--- config.mk ---
export PLATFORM = sky130hd
export DESIGN_NAME = comparador_sweep_tx
export DESIGN_NICKNAME = d
export VERILOG_FILES = /design/src/rtl/comparador_pkg.sv /design/src/rtl/comparador_sweep_tx_settle_timer.sv /design/src/rtl/comparador_sweep_tx.sv
export SDC_FILE = /design/constraint.sdc
export NUM_CORES = 1
export LEC_CHECK = 0
export CAP_MARGIN = 40
export CORE_MARGIN = 3
export CORE_UTILIZATION = 40
export CTS_CLUSTER_DIAMETER = 40
export DETAILED_ROUTE_END_ITERATION = 7
export HOLD_SLACK_MARGIN = 0.02
export PLACE_DENSITY = 0.69
export SLEW_MARGIN = 20
export SYNTH_ARGS = -nofsm -noshare
export SYNTH_HDL_FRONTEND = slang
export SYNTH_HIERARCHICAL = 1
export SYNTH_SLANG_ARGS = --single-unit
--- constraint.sdc ---
create_clock -name clk -period 2 [get_ports clk]
set_input_delay 0.3 -clock clk [delete_from_list [all_inputs] [get_ports clk]]
set_output_delay 0.3 -clock clk [all_outputs]
set_load 0.05 [all_outputs]
--- src/rtl/comparador_pkg.sv ---
// Shared types and constants for the comparator sweep engine.
// Optional macro SWEEP_ALL_EN is consumed by comparador_sweep_tx.
package comparador_pkg;

    typedef enum logic [1:0] {
        IDLE   = 2'd0,
        SETTLE = 2'd1,
        SAMPLE = 2'd2,
        DONE   = 2'd3
    } sweep_state_t;

    localparam int CMP_WIDTH      = 4;
    localparam int CMP_SETTLE_CYC = 2;

    // Settle counter must hold 0..SETTLE_CYC-1; keep at least one bit.
    function automatic int settle_cnt_width(input int settle_cyc);
        return (settle_cyc < 1) ? 1 : $clog2(settle_cyc + 1);
    endfunction

endpackage

--- src/rtl/comparador_sweep_tx_settle_timer.sv ---
// Settle timer: counts up from 0 while enabled and flags the last settle cycle.
// Holds at terminal count until cleared.
module settle_timer #(
    parameter int SETTLE_CYC = 2
) (
    input  logic clk,
    input  logic rst,
    input  logic clear,
    input  logic en,
    output logic expire
);
    import comparador_pkg::*;

    localparam int CW = settle_cnt_width(SETTLE_CYC);
    localparam logic [CW-1:0] TC = CW'(SETTLE_CYC - 1);

    logic [CW-1:0] cnt;

    assign expire = (cnt == TC);

    always_ff @(posedge clk) begin
        if (rst) begin
            cnt <= '0;
        end else if (clear) begin
            cnt <= '0;
        end else if (en && !expire) begin
            cnt <= cnt + 1'b1;
        end
    end

endmodule

--- src/rtl/comparador_sweep_tx.sv ---
// Sweep engine that walks candidate codes into an equality comparator and records matches.
// Macro SWEEP_ALL_EN: sweep every code and count all matches instead of stopping at the first.
//
// state  | meaning
// IDLE   | waiting for start, x_out parked at 0
// SETTLE | holding current code for SETTLE_CYC cycles
// SAMPLE | registering q_in for the current code
// DONE   | one-cycle completion pulse
module comparador_sweep_tx
    import comparador_pkg::*;
#(
    parameter int WIDTH      = CMP_WIDTH,
    parameter int SETTLE_CYC = CMP_SETTLE_CYC
) (
    input  logic             clk,
    input  logic             rst,
    input  logic             start,
    output logic             busy,
    output logic             done,
    output logic [WIDTH-1:0] x_out,
    input  logic             q_in,
    output logic             found,
    output logic [WIDTH-1:0] match_val,
    output logic [WIDTH:0]   match_cnt
);

    localparam logic [WIDTH-1:0] LAST_CODE = '1;

    sweep_state_t state, state_nxt;

    logic settle_exp;
    logic tmr_clear;
    logic tmr_en;
    logic accept;
    logic advance;
    logic stop;

`ifdef SWEEP_ALL_EN
    assign stop = 1'b0;
`else
    assign stop = q_in;
`endif

    settle_timer #(
        .SETTLE_CYC (SETTLE_CYC)
    ) u_settle_timer (
        .clk    (clk),
        .rst    (rst),
        .clear  (tmr_clear),
        .en     (tmr_en),
        .expire (settle_exp)
    );

    always_ff @(posedge clk) begin
        if (rst) begin
            state <= IDLE;
        end else begin
            state <= state_nxt;
        end
    end

    always_comb begin
        state_nxt = state;
        busy      = 1'b0;
        done      = 1'b0;
        accept    = 1'b0;
        advance   = 1'b0;
        tmr_clear = 1'b0;
        tmr_en    = 1'b0;
        case (state)
            IDLE: begin
                if (start) begin
                    accept    = 1'b1;
                    tmr_clear = 1'b1;
                    state_nxt = SETTLE;
                end
            end
            SETTLE: begin
                busy   = 1'b1;
                tmr_en = 1'b1;
                if (settle_exp) begin
                    state_nxt = SAMPLE;
                end
            end
            SAMPLE: begin
                busy = 1'b1;
                if (stop || (x_out == LAST_CODE)) begin
                    state_nxt = DONE;
                end else begin
                    advance   = 1'b1;
                    tmr_clear = 1'b1;
                    state_nxt = SETTLE;
                end
            end
            DONE: begin
                done      = 1'b1;
                state_nxt = IDLE;
            end
            default: state_nxt = IDLE;
        endcase
    end

    // Results stay valid through DONE and IDLE until the next accepted start.
    always_ff @(posedge clk) begin
        if (rst) begin
            x_out     <= '0;
            found     <= 1'b0;
            match_val <= '0;
            match_cnt <= '0;
        end else if (accept) begin
            x_out     <= '0;
            found     <= 1'b0;
            match_val <= '0;
            match_cnt <= '0;
        end else if (state == SAMPLE) begin
            if (q_in && !found) begin
                found     <= 1'b1;
                match_val <= x_out;
            end
`ifdef SWEEP_ALL_EN
            if (q_in) begin
                match_cnt <= match_cnt + 1'b1;
            end
`else
            if (q_in && !found) begin
                match_cnt <= {{WIDTH{1'b0}}, 1'b1};
            end
`endif
            if (advance) begin
                x_out <= x_out + 1'b1;
            end
        end else if (state == DONE) begin
            x_out <= '0;
        end
    end

endmodule
-- Word-level counts from Yosys, hierarchy flattened
Cells that the tools add are included.
- memories kept: 0
- bits in read-only memories: 0
- register bits: 13
- bits in latches: 0
- output and inout bits: 16
- input port bits: 4
- memory bits (writable): 0
- reduce and logical (&&, ||, !) cells: 13
- multiplexer cells: 15
- add/subtract/negate cells: 2
- order comparisons: 0
- shift-type cells: 0
- multiply operators: 0
- bitwise operators: 0
- equal/unequal tests: 8
- divide/modulo/power cells: 0
- operators with widths (cell ; count):
    2-to-1 mux 4 bit ; 3
    one-hot mux 2 bit (4 select lines) ; 1
    2-to-1 mux 1 bit ; 7
    2-to-1 mux 2 bit ; 3
    AND reduction 2 bit ; 3
    OR reduction 2 bit ; 3
    adder 4 x 1 -> 4 bit, second input constant ; 1
    == test 2 x 1 -> 1 bit, second input constant ; 2
    == test 2 bit, second input constant ; 2
    == test 4 bit, second input constant ; 1
    inequality test 2 bit, second input constant ; 2
    adder 2 x 1 -> 2 bit, second input constant ; 1
    logical AND 1 bit ; 2
    logical NOT 1 bit ; 2
    logical NOT 2 bit ; 1
    inequality test 2 x 1 -> 1 bit, second input constant ; 1
    one-hot mux 1 bit (2 select lines) ; 1
    nonzero test 2 bit ; 1
    logical OR 1 bit ; 1

-- Depth between registers and ports, before layout
Gate-level depths: netlist of the first run.
- depth in word-level cells: 6
- depth in mapped cells: 5
- gate-level depth less buffers: 5

-- Cells and area by module
The synthesis of the first run kept the hierarchy.
- modules (own cells, without submodules) (module ; instances ; area each (µm²) ; cells each):
    comparador_sweep_tx ; 1 ; 599.3 ; 68
    settle_timer ; 1 ; 105.1 ; 9

-- Worst setup path after synthesis of the first run
No wires, ideal clock.
- path kind: register -> register
- start: reg x_out[0]
- end: reg u_settle_timer.cnt[1]
- arrival time: 1.608 ns
- path buffers: 1
- setup time: 0.103 ns
- setup slack: 0.289 ns
- stages on the path, launching flop included: 6
- period minus slack after synthesis: 1.711 ns
- cells stage by stage: dfxtp_1 -> ha_1 -> and3_1 -> buf_2 -> o21ai_0 -> a2111oi_2
- longest elaborated chain between the ends: 5
- RTL lines (what ; RTL line ; RTL):
    start, declared ; comparador_sweep_tx.sv:20 ; output logic [WIDTH-1:0] x_out,
    start signal, assigned ; comparador_sweep_tx.sv:130 ; x_out <= x_out + 1'b1;
    == test 4 bit ; comparador_sweep_tx.sv:87 ; if (stop || (x_out == LAST_CODE)) begin
    logical OR 1 bit ; comparador_sweep_tx.sv:87 ;
    2-to-1 mux 1 bit ; comparador_sweep_tx.sv:87 ;
    one-hot mux 1 bit (2 select lines) ; comparador_sweep_tx.sv:70 ; case (state)
    net tmr_clear ; comparador_sweep_tx.sv:32 ; logic tmr_clear;
    OR reduction 2 bit (no source line) ; n/a ;
    end signal, assigned ; comparador_sweep_tx_settle_timer.sv:27 ; cnt <= cnt + 1'b1;
    end, declared ; comparador_sweep_tx_settle_timer.sv:17 ; logic [CW-1:0] cnt;
The timed path passes the listed nets, and every way through them passes these cells.
A chain may end at the register's enable or synchronous reset.

-- Worst setup path in the final report of the first run
- start: reg x_out[0]
- end: out x_out[0]
No word-level cell between the ends.

==> results of run 1 <==
## kinds of logic after synthesis
family | after synthesis
other cells | 1
flops | 13
simple gates | 26
mux | 4
buf+inv | 9
fa+ha+maj | 6
compound gates | 17
xor+xnor | 1
## through the flow
| step | utilization | total power [µW] | instance area (µm²) |
|---|---|---|---|
| floorplan | - | 701 | 716 |
| global placement | 0.532 | 779 | 838 |
| detailed placement | 0.532 | 781 | 838 |
| CTS | 0.548 | 950 | 865 |
| global route | 0.548 | 1000 | 865 |
| finish | 0.548 | 943 | 865 |
## layout make-up
type	instances	area [µm²]
inverters	3	11.3
flip-flops and latches	13	260
well taps	16	20.0
clock buffers	4	26.3
multi-input cells	58	402
repair buffers	15	145
fillers	139	712
## power breakdown
group          switching, µW  internal, µW
Clock                   84.5          77.3
Combinational            282           171
Sequential              34.7           292
Total                    401           541
## cell usage after synthesis (2+ instances only)
| cell type | number |
|---|---|
| buf_4 | 5 |
| nand2_1 | 2 |
| nand3b_1 | 2 |
| o211ai_1 | 2 |
| inv_1 | 3 |
| nand3_1 | 2 |
| o21ai_0 | 3 |
| mux2i_1 | 4 |
| ha_1 | 6 |
| nor3_1 | 2 |
| nor2_1 | 7 |
| dfxtp_1 | 13 |
| a21oi_1 | 6 |
| nand2b_1 | 3 |
## registers in the layout (all words and copies together) (netlist names)
signal	flops
match_val	4
x_out	4
state	2
u_settle_timer/cnt	2
match_cnt	1
## layer usage
layer	part of all wire	up-vias	global-route usage
met5	0	-	0
met4	0.011	0	0.0484
met3	0.053	2	0.0564
met2	0.45	14	0.203
met1	0.49	250	0.194
li1	-	294	-
## how the worst max path moves through the flow
stage,from,to,slack (ns),cells after the start
after global placement,rst,x_out[3]$_SDFFE_PP0P_,0.30,4
after detailed placement,rst,x_out[3]$_SDFFE_PP0P_,0.27,4
final,x_out[0]$_SDFFE_PP0P_,x_out[0],0.16,1
after floorplan,x_out[0]$_SDFFE_PP0P_,u_settle_timer/cnt[1]$_SDFFE_PP0P_,0.29,5
after CTS,x_out[0]$_SDFFE_PP0P_,x_out[0],0.15,1
after global routing,x_out[0]$_SDFFE_PP0P_,x_out[0],0.08,1
==> results.json, run 1 <==
{
  "cts_root_buf": "clkbuf_4",
  "clock-sinks": 13,
  "yosysWarnings": 6,
  "async_reset_ff_frac": 0,
  "end_kind": "output port",
  "synthMuxAreaShare": 0.0568,
  "hold_end": "match_val[3]$_SDFFE_PP0P_",
  "peakVddDrop_uv": 574,
  "reg2reg_to": "x_out[3]$_SDFFE_PP0P_",
  "synth-adder-area-share": 0.107,
  "die_h_um": 48.0,
  "crit_type": "flip-flop to output port",
  "dr.first_iter.drc_count": 2,
  "path_buf_inv": 1,
  "reg2reg_depth": 5,
  "cp_top_family": "buffers and inverters",
  "startpoint_type": "flip-flop",
  "synthXorXnorAreaFrac": 0.0124,
  "ys_ff_latch": 13,
  "grt_antenna_before_repair": 0,
  "hold_path_class": "flip-flop to flip-flop",
  "fin_crit_ns": 1.84,
  "finalClockSkew_ns": 0.00448,
  "finalNonFillerCells": 109,
  "dr.pass1.iters": 4,
  "cpPeakStageDelay_ns": 0.84,
  "cts_tree": "built",
  "maxCapViolCount": 0,
  "synthSimpleGateAreaFrac": 0.211,
  "status": "finished, final reports clean",
  "gp_congestion": 0.712,
  "track_usage": 0.142,
  "postSynthCellCount": 77,
  "hold_viol": 0,
  "core.rowCount": 14,
  "cts_resized": 0,
  "grt-ovfl-total": 0,
  "vias": 560,
  "drc": 0,
  "synthFlopType": "dfxtp_1",
  "r2r-start": "state[0]$_SDFFE_PP0P_",
  "num_antenna_cells": 0,
  "antenna_left": 0,
  "synth-seq-area-share": 0.369,
  "finalSetupTns_ns": 0,
  "vias_per_cell": 5.14,
  "grt_first_pass_wirelength_um": 2240,
  "fin_ws_ns": 0.164,
  "hp-start": "match_val[3]$_SDFFE_PP0P_",
  "crit_fanout": 6,
  "hold_path_depth": 2,
  "dieWidth_um": 48.0,
  "post-place-ws_ns": 0.273,
  "syn_to_final_growth_pct": 22.7,
  "die_area_um2": 2300,
  "rsz0062_at_grt": "no",
  "slew_viol_final": 0,
  "cts.htree.levels": 1,
  "hpwl_um": 990,
  "clkTransAtPathRegs_ns": 0.08,
  "r2r_slack_ns": 0.37,
  "drt-total-wl_um": 1330,
  "synth_top_family_by_area": "simple AND/OR/NAND/NOR gates",
  "synth_compound_area_frac": 0.162,
  "fin_crit_sh": 0.918,
  "crit_slowest_cell": "clkdlybuf4s50_1",
  "grt_start_max_net_pins": 9,
  "post_synth.cell_area_avg_um2": 9.15,
  "powerDensity_nw_per_um2": 1090,
  "wl_per_cell_um": 12.2,
  "synth_area_leaders": "dfxtp_1 37%, ha_1 11%, mux2i_1 5.7%",
  "worstMarginPinSlew_ns": 0.496,
  "layout_common_cells": "13 x clkdlybuf4s50_1, 13 x dfxtp_1, 7 x nor2_1",
  "synth-edff-count": 0,
  "syn_area_um2": 704,
  "post_cts_buffers": 0,
  "cp_cell_sequence": "clkdlybuf4s50_1",
  "max_freq_mhz": 545,
  "initial_utilization": 0.447,
  "core_area_um2": 1580,
  "cts_hold_buf": 0,
  "slew_headroom": 0.669,
  "ys_types": 31,
  "yosysTopAreaCell": "dfxtp_1",
  "clockBufferDepth": 2,
  "grt_pass1_vias": 497,
  "netlist.area_leader.share": 0.369,
  "drive_above_1_share": 0.0968,
  "clock_latency_ns": 0.27,
  "cts_buffers": 3,
  "layout.nets": 104,
  "pin_count": 20,
  "hold_slack_ns": 0.495,
  "io_buffer_count": 15,
  "cp.arrival_ns": 1.54,
  "setup_viol": 0,
  "p_leak_uw": 0.000348,
  "dp.cells": 105,
  "cp_data_required_time_ns": 1.70
}
Power figures use the tool's default switching activity.
==> run 2, diff against run 1 <==
- CORE_MARGIN: 3 -> 1.5
==> run 2 against run 1 <==
- combinational power shrank 0.9%
- cell area did not move
- final cell count unchanged
- hold slack worse by 0.0027 ns
- die area is 12% lower
- first-iteration DRC count rose by 100%
- clock skew decreased by 0.0042 ns
- clock power decreased by 6%
- fmax increased by 0.47%
- sequential cell count unchanged
==> results.json, run 2 (same netlist as run 1, synthesis figures left out) <==
{
  "rsz0062_at_grt": "no",
  "worstMarginPinSlew_ns": 0.502,
  "antenna_left": 0,
  "dr.first_iter.drc_count": 4,
  "slew_viol_final": 0,
  "crit_type": "flip-flop to output port",
  "dr.pass1.iters": 4,
  "post-place-ws_ns": 0.257,
  "cp_top_family": "buffers and inverters",
  "peakVddDrop_uv": 650,
  "end_kind": "output port",
  "finalSetupTns_ns": 0,
  "path_buf_inv": 1,
  "vias_per_cell": 5.17,
  "core_area_um2": 1580,
  "hold_slack_ns": 0.493,
  "power_uw": 929,
  "io_buffer_count": 15,
  "core.rowCount": 14,
  "slew_headroom": 0.664,
  "path_depth": 1,
  "fin_crit_ns": 1.83,
  "endpoint": "x_out[0]",
  "vias": 564,
  "startpoint_type": "flip-flop",
  "dp.cells": 105,
  "hold_viol": 0,
  "crit_fanout": 6,
  "hold_path_class": "flip-flop to flip-flop",
  "cp.arrival_ns": 1.53,
  "cpPeakStageDelay_ns": 0.84,
  "clock_latency_ns": 0.27,
  "finalNonFillerCells": 109,
  "drive_above_1_share": 0.0968,
  "cts_hold_buf": 0,
  "cts_buffers": 3,
  "grt-ovfl-total": 0,
  "finalClockSkew_ns": 0.000240,
  "grt_antenna_before_repair": 0,
  "cts.htree.levels": 1,
  "cts_resized": 0,
  "num_antenna_cells": 0,
  "post_cts_buffers": 0,
  "status": "finished, final reports clean",
  "r2r_slack_ns": 0.37,
  "track_usage": 0.147,
  "crit_slowest_cell": "clkdlybuf4s50_1",
  "drc": 0,
  "reg2reg_to": "x_out[3]$_SDFFE_PP0P_",
  "reg2reg_depth": 5,
  "die_area_um2": 2020,
  "drt-total-wl_um": 1230,
  "critPathLaunch": "x_out[0]$_SDFFE_PP0P_",
  "fin_ws_ns": 0.173,
  "cp_data_required_time_ns": 1.70,
  "dieWidth_um": 45.0,
  "reg_top3": "match_val (4), x_out (4)",
  "wl_per_cell_um": 11.3,
  "gp_congestion": 0.765,
  "clkTransAtPathRegs_ns": 0.07,
  "layout.nets": 104,
  "grt_pass1_vias": 494,
  "maxCapViolCount": 0,
  "p_leak_uw": 0.000348,
  "cts_tree": "built",
  "clock-sinks": 13,
  "max_freq_mhz": 547,
  "grt_start_max_net_pins": 9,
  "powerDensity_nw_per_um2": 1070,
  "pin_count": 20,
  "cts_root_buf": "clkbuf_4",
  "r2r-start": "state[0]$_SDFFE_PP0P_",
  "clockBufferDepth": 2,
  "fin_crit_sh": 0.913,
  "initial_utilization": 0.447,
  "setup_viol": 0,
  "die_h_um": 45.0,
  "cp_cell_sequence": "clkdlybuf4s50_1",
  "layout_common_cells": "13 x clkdlybuf4s50_1, 13 x dfxtp_1, 7 x nor2_1",
  "grt_first_pass_wirelength_um": 2090,
  "syn_to_final_growth_pct": 22.7,
  "hpwl_um": 906
}
==> run 2: cell counts in the layout (fill, tap and decap cells not counted) <==
No cell type changed its count.
==> run 2: report_power, final <==
group / switching (µW) / internal (µW) / leakage (µW)
sequential: 33.3 / 293 / 0.000105
clock: 75.9 / 77.2 / 0.0000150
combinational: 279 / 171 / 0.000228
==> run 2: how the worst min path moves through the flow <==
stage	from	end	slack [ns]	cells past startpoint
after floorplan	rst	u_settle_timer/cnt[1]$_SDFFE_PP0P_	0.37	1
after global routing	match_val[3]$_SDFFE_PP0P_	match_val[3]$_SDFFE_PP0P_	0.54	2
after CTS	match_val[3]$_SDFFE_PP0P_	match_val[3]$_SDFFE_PP0P_	0.50	2
after detailed placement	match_val[2]$_SDFFE_PP0P_	match_val[2]$_SDFFE_PP0P_	0.48	2
after global placement	match_val[1]$_SDFFE_PP0P_	match_val[1]$_SDFFE_PP0P_	0.48	2
final	match_val[3]$_SDFFE_PP0P_	match_val[3]$_SDFFE_PP0P_	0.49	2
==> run 2: final cells by class <==
cell class	instances	area, µm²
Tap cell	16	20.0
Sequential cell	13	260
Timing Repair Buffer	15	145
Multi-Input combinational cell	58	402
Fill cell	151	712
Clock buffer	4	26.3
Inverter	3	11.3
==> run 2: per-stage QoR <==
step	util	area (µm²)
after floorplan	-	716
after global placement	0.532	838
after detailed placement	0.532	838
after CTS	0.548	865
after global routing	0.548	865
final	0.548	865
==> run 2: layer usage <==
metal	track usage	routed length, µm
met2	0.214	533
met5	0	0
met3	0.0720	74
met1	0.187	609
met4	0.0529	10
==> RTL edit, RTL diff (flow settings as in run 2) <==
`CMP_SETTLE_CYC`: 2 -> 1.
--- a/src/rtl/comparador_pkg.sv
+++ b/src/rtl/comparador_pkg.sv
@@ -12,3 +12,3 @@
     localparam int CMP_WIDTH      = 4;
-    localparam int CMP_SETTLE_CYC = 2;
+    localparam int CMP_SETTLE_CYC = 1;
 
Behaviour: not the same (a bounded check fails within 4 cycles, from zero or initial values and one cycle with rst high).
==> RTL edit against run 2 <==
- sequential cell count is 1 lower
- area after synthesis fell by 9.4%
- clock power is 29% higher
- cell area decreased by 6.5%
- clock skew up 1.6 ps
- routed wire length is 2.2% lower
- total power decreased by 24%
- setup slack worse by 3.2 ps
- first-iteration DRC count rose to 3.5 times the old value
==> RTL edit: results <==
set metrics [dict create \
    async_reset_ff_frac 0 \
    grt_pass1_vias 487 \
    yosys-top-cells-area "dfxtp_1 (38%), ha_1 (9.8%), mux2i_1 (6.3%)" \
    grt_pass1_wl_mm 1.97 \
    globalplace.congestion 0.833 \
    grt_max_degree 9 \
    insertion_delay_ps 280 \
    fill_cells 131 \
    post-cts-setup-buffer-count 0 \
    critPathSlowestCell "clkdlybuf4s50_1" \
    drive_above_1_share 0.0920 \
    clk_pin_slew_worst_paths_ps 80 \
    critPathMaxFanout 5 \
    nets 97 \
    peakVddDrop_mv 0.622 \
    hpwl_um 853 \
    antenna_found_initial 0 \
    num_antenna_cells 0 \
    post_drt_wl_per_cell_um 11.7 \
    yosys_warnings 6 \
    synth_top_cells_by_count "dfxtp_1 (12), nor2_1 (7), a21oi_1 (6)" \
    clock_path_buffers 2 \
    cp_top_family "buffers and inverters" \
    critPathMaxStageDelay_ps 830 \
    leakagePower_uw 0.000329 \
    drt_iter0_markers 14 \
    yosysSeqAreaShare 0.376 \
    cts_max_level 1 \
    grt_use_total 0.142 \
    post_cts_resized 0 \
    synthDistinctLibCells 28 \
    finClkSkew_ps 1.84 \
    cts-root-buf "clkbuf_4" \
    drtPass1Iterations 4 \
    portBuffers 15 \
    numCtsBuffers 3 \
    vias_per_cell 5.33 \
    arrival_ps 1530 \
    status "completed" \
    hold_class "reg2reg" \
    reg.largest.list "match_val (4), x_out (4), state (2)" \
]
[RTL edit: cell families (layout without fill, tap and decap cells)]
kind of cell    count (synthesis)  after routing  share of synthesized area
other cells                     1              4                    0.00588
flops                          12             12                      0.376
simple gates                   24             24                      0.218
mux                             4              4                     0.0627
buf+inv                         9             22                     0.0843
fa+ha+maj                       5              5                     0.0980
compound gates                 16             16                      0.155
[RTL edit: path summary, 6_finish.rpt]
check,from,to,slack [ps],depth (start not counted)
max reg2reg,state[0]$_SDFFE_PP0P_,x_out[3]$_SDFFE_PP0P_,330,5
min,u_settle_timer/cnt$_SDFFE_PP0P_,u_settle_timer/cnt$_SDFFE_PP0P_,500,1
min reg2reg,u_settle_timer/cnt$_SDFFE_PP0P_,u_settle_timer/cnt$_SDFFE_PP0P_,500,1
max,x_out[1]$_SDFFE_PP0P_,x_out[1],170,1
[RTL edit: cell type report]
type                            instances  area (um2)  share of cell area
Multi-Input combinational cell         53         355               0.440
Clock buffer                            4        36.3              0.0449
Inverter                                3        11.3              0.0139
Tap cell                               16        20.0              0.0248
Timing Repair Buffer                   15         145               0.180
Sequential cell                        12         240               0.297
[RTL edit: per-layer routing]
layer,share of wire,global-route usage
met5,0,0
met4,0.021,0.0909
met3,0.039,0.0128
met2,0.47,0.242
met1,0.47,0.168
[RTL edit: through the flow]
stage          area (um2)  hold slack, ps  utilization  std cells  worst slack (ps)
6_report              808             504        0.537        103               170
4_1_cts               808             505        0.537        103               177
3_3_place_gp          772             480        0.512         99               321
5_1_grt               808             530        0.537        103               127
2_1_floorplan         649             372            -         74               370
3_5_place_dp          772             494        0.512         99               292
[RTL edit: report_power, final]
group / internal [uW] / switching (uW)
Combinational: 78.9 / 159
Clock: 111 / 87.3
Sequential: 252 / 16.8
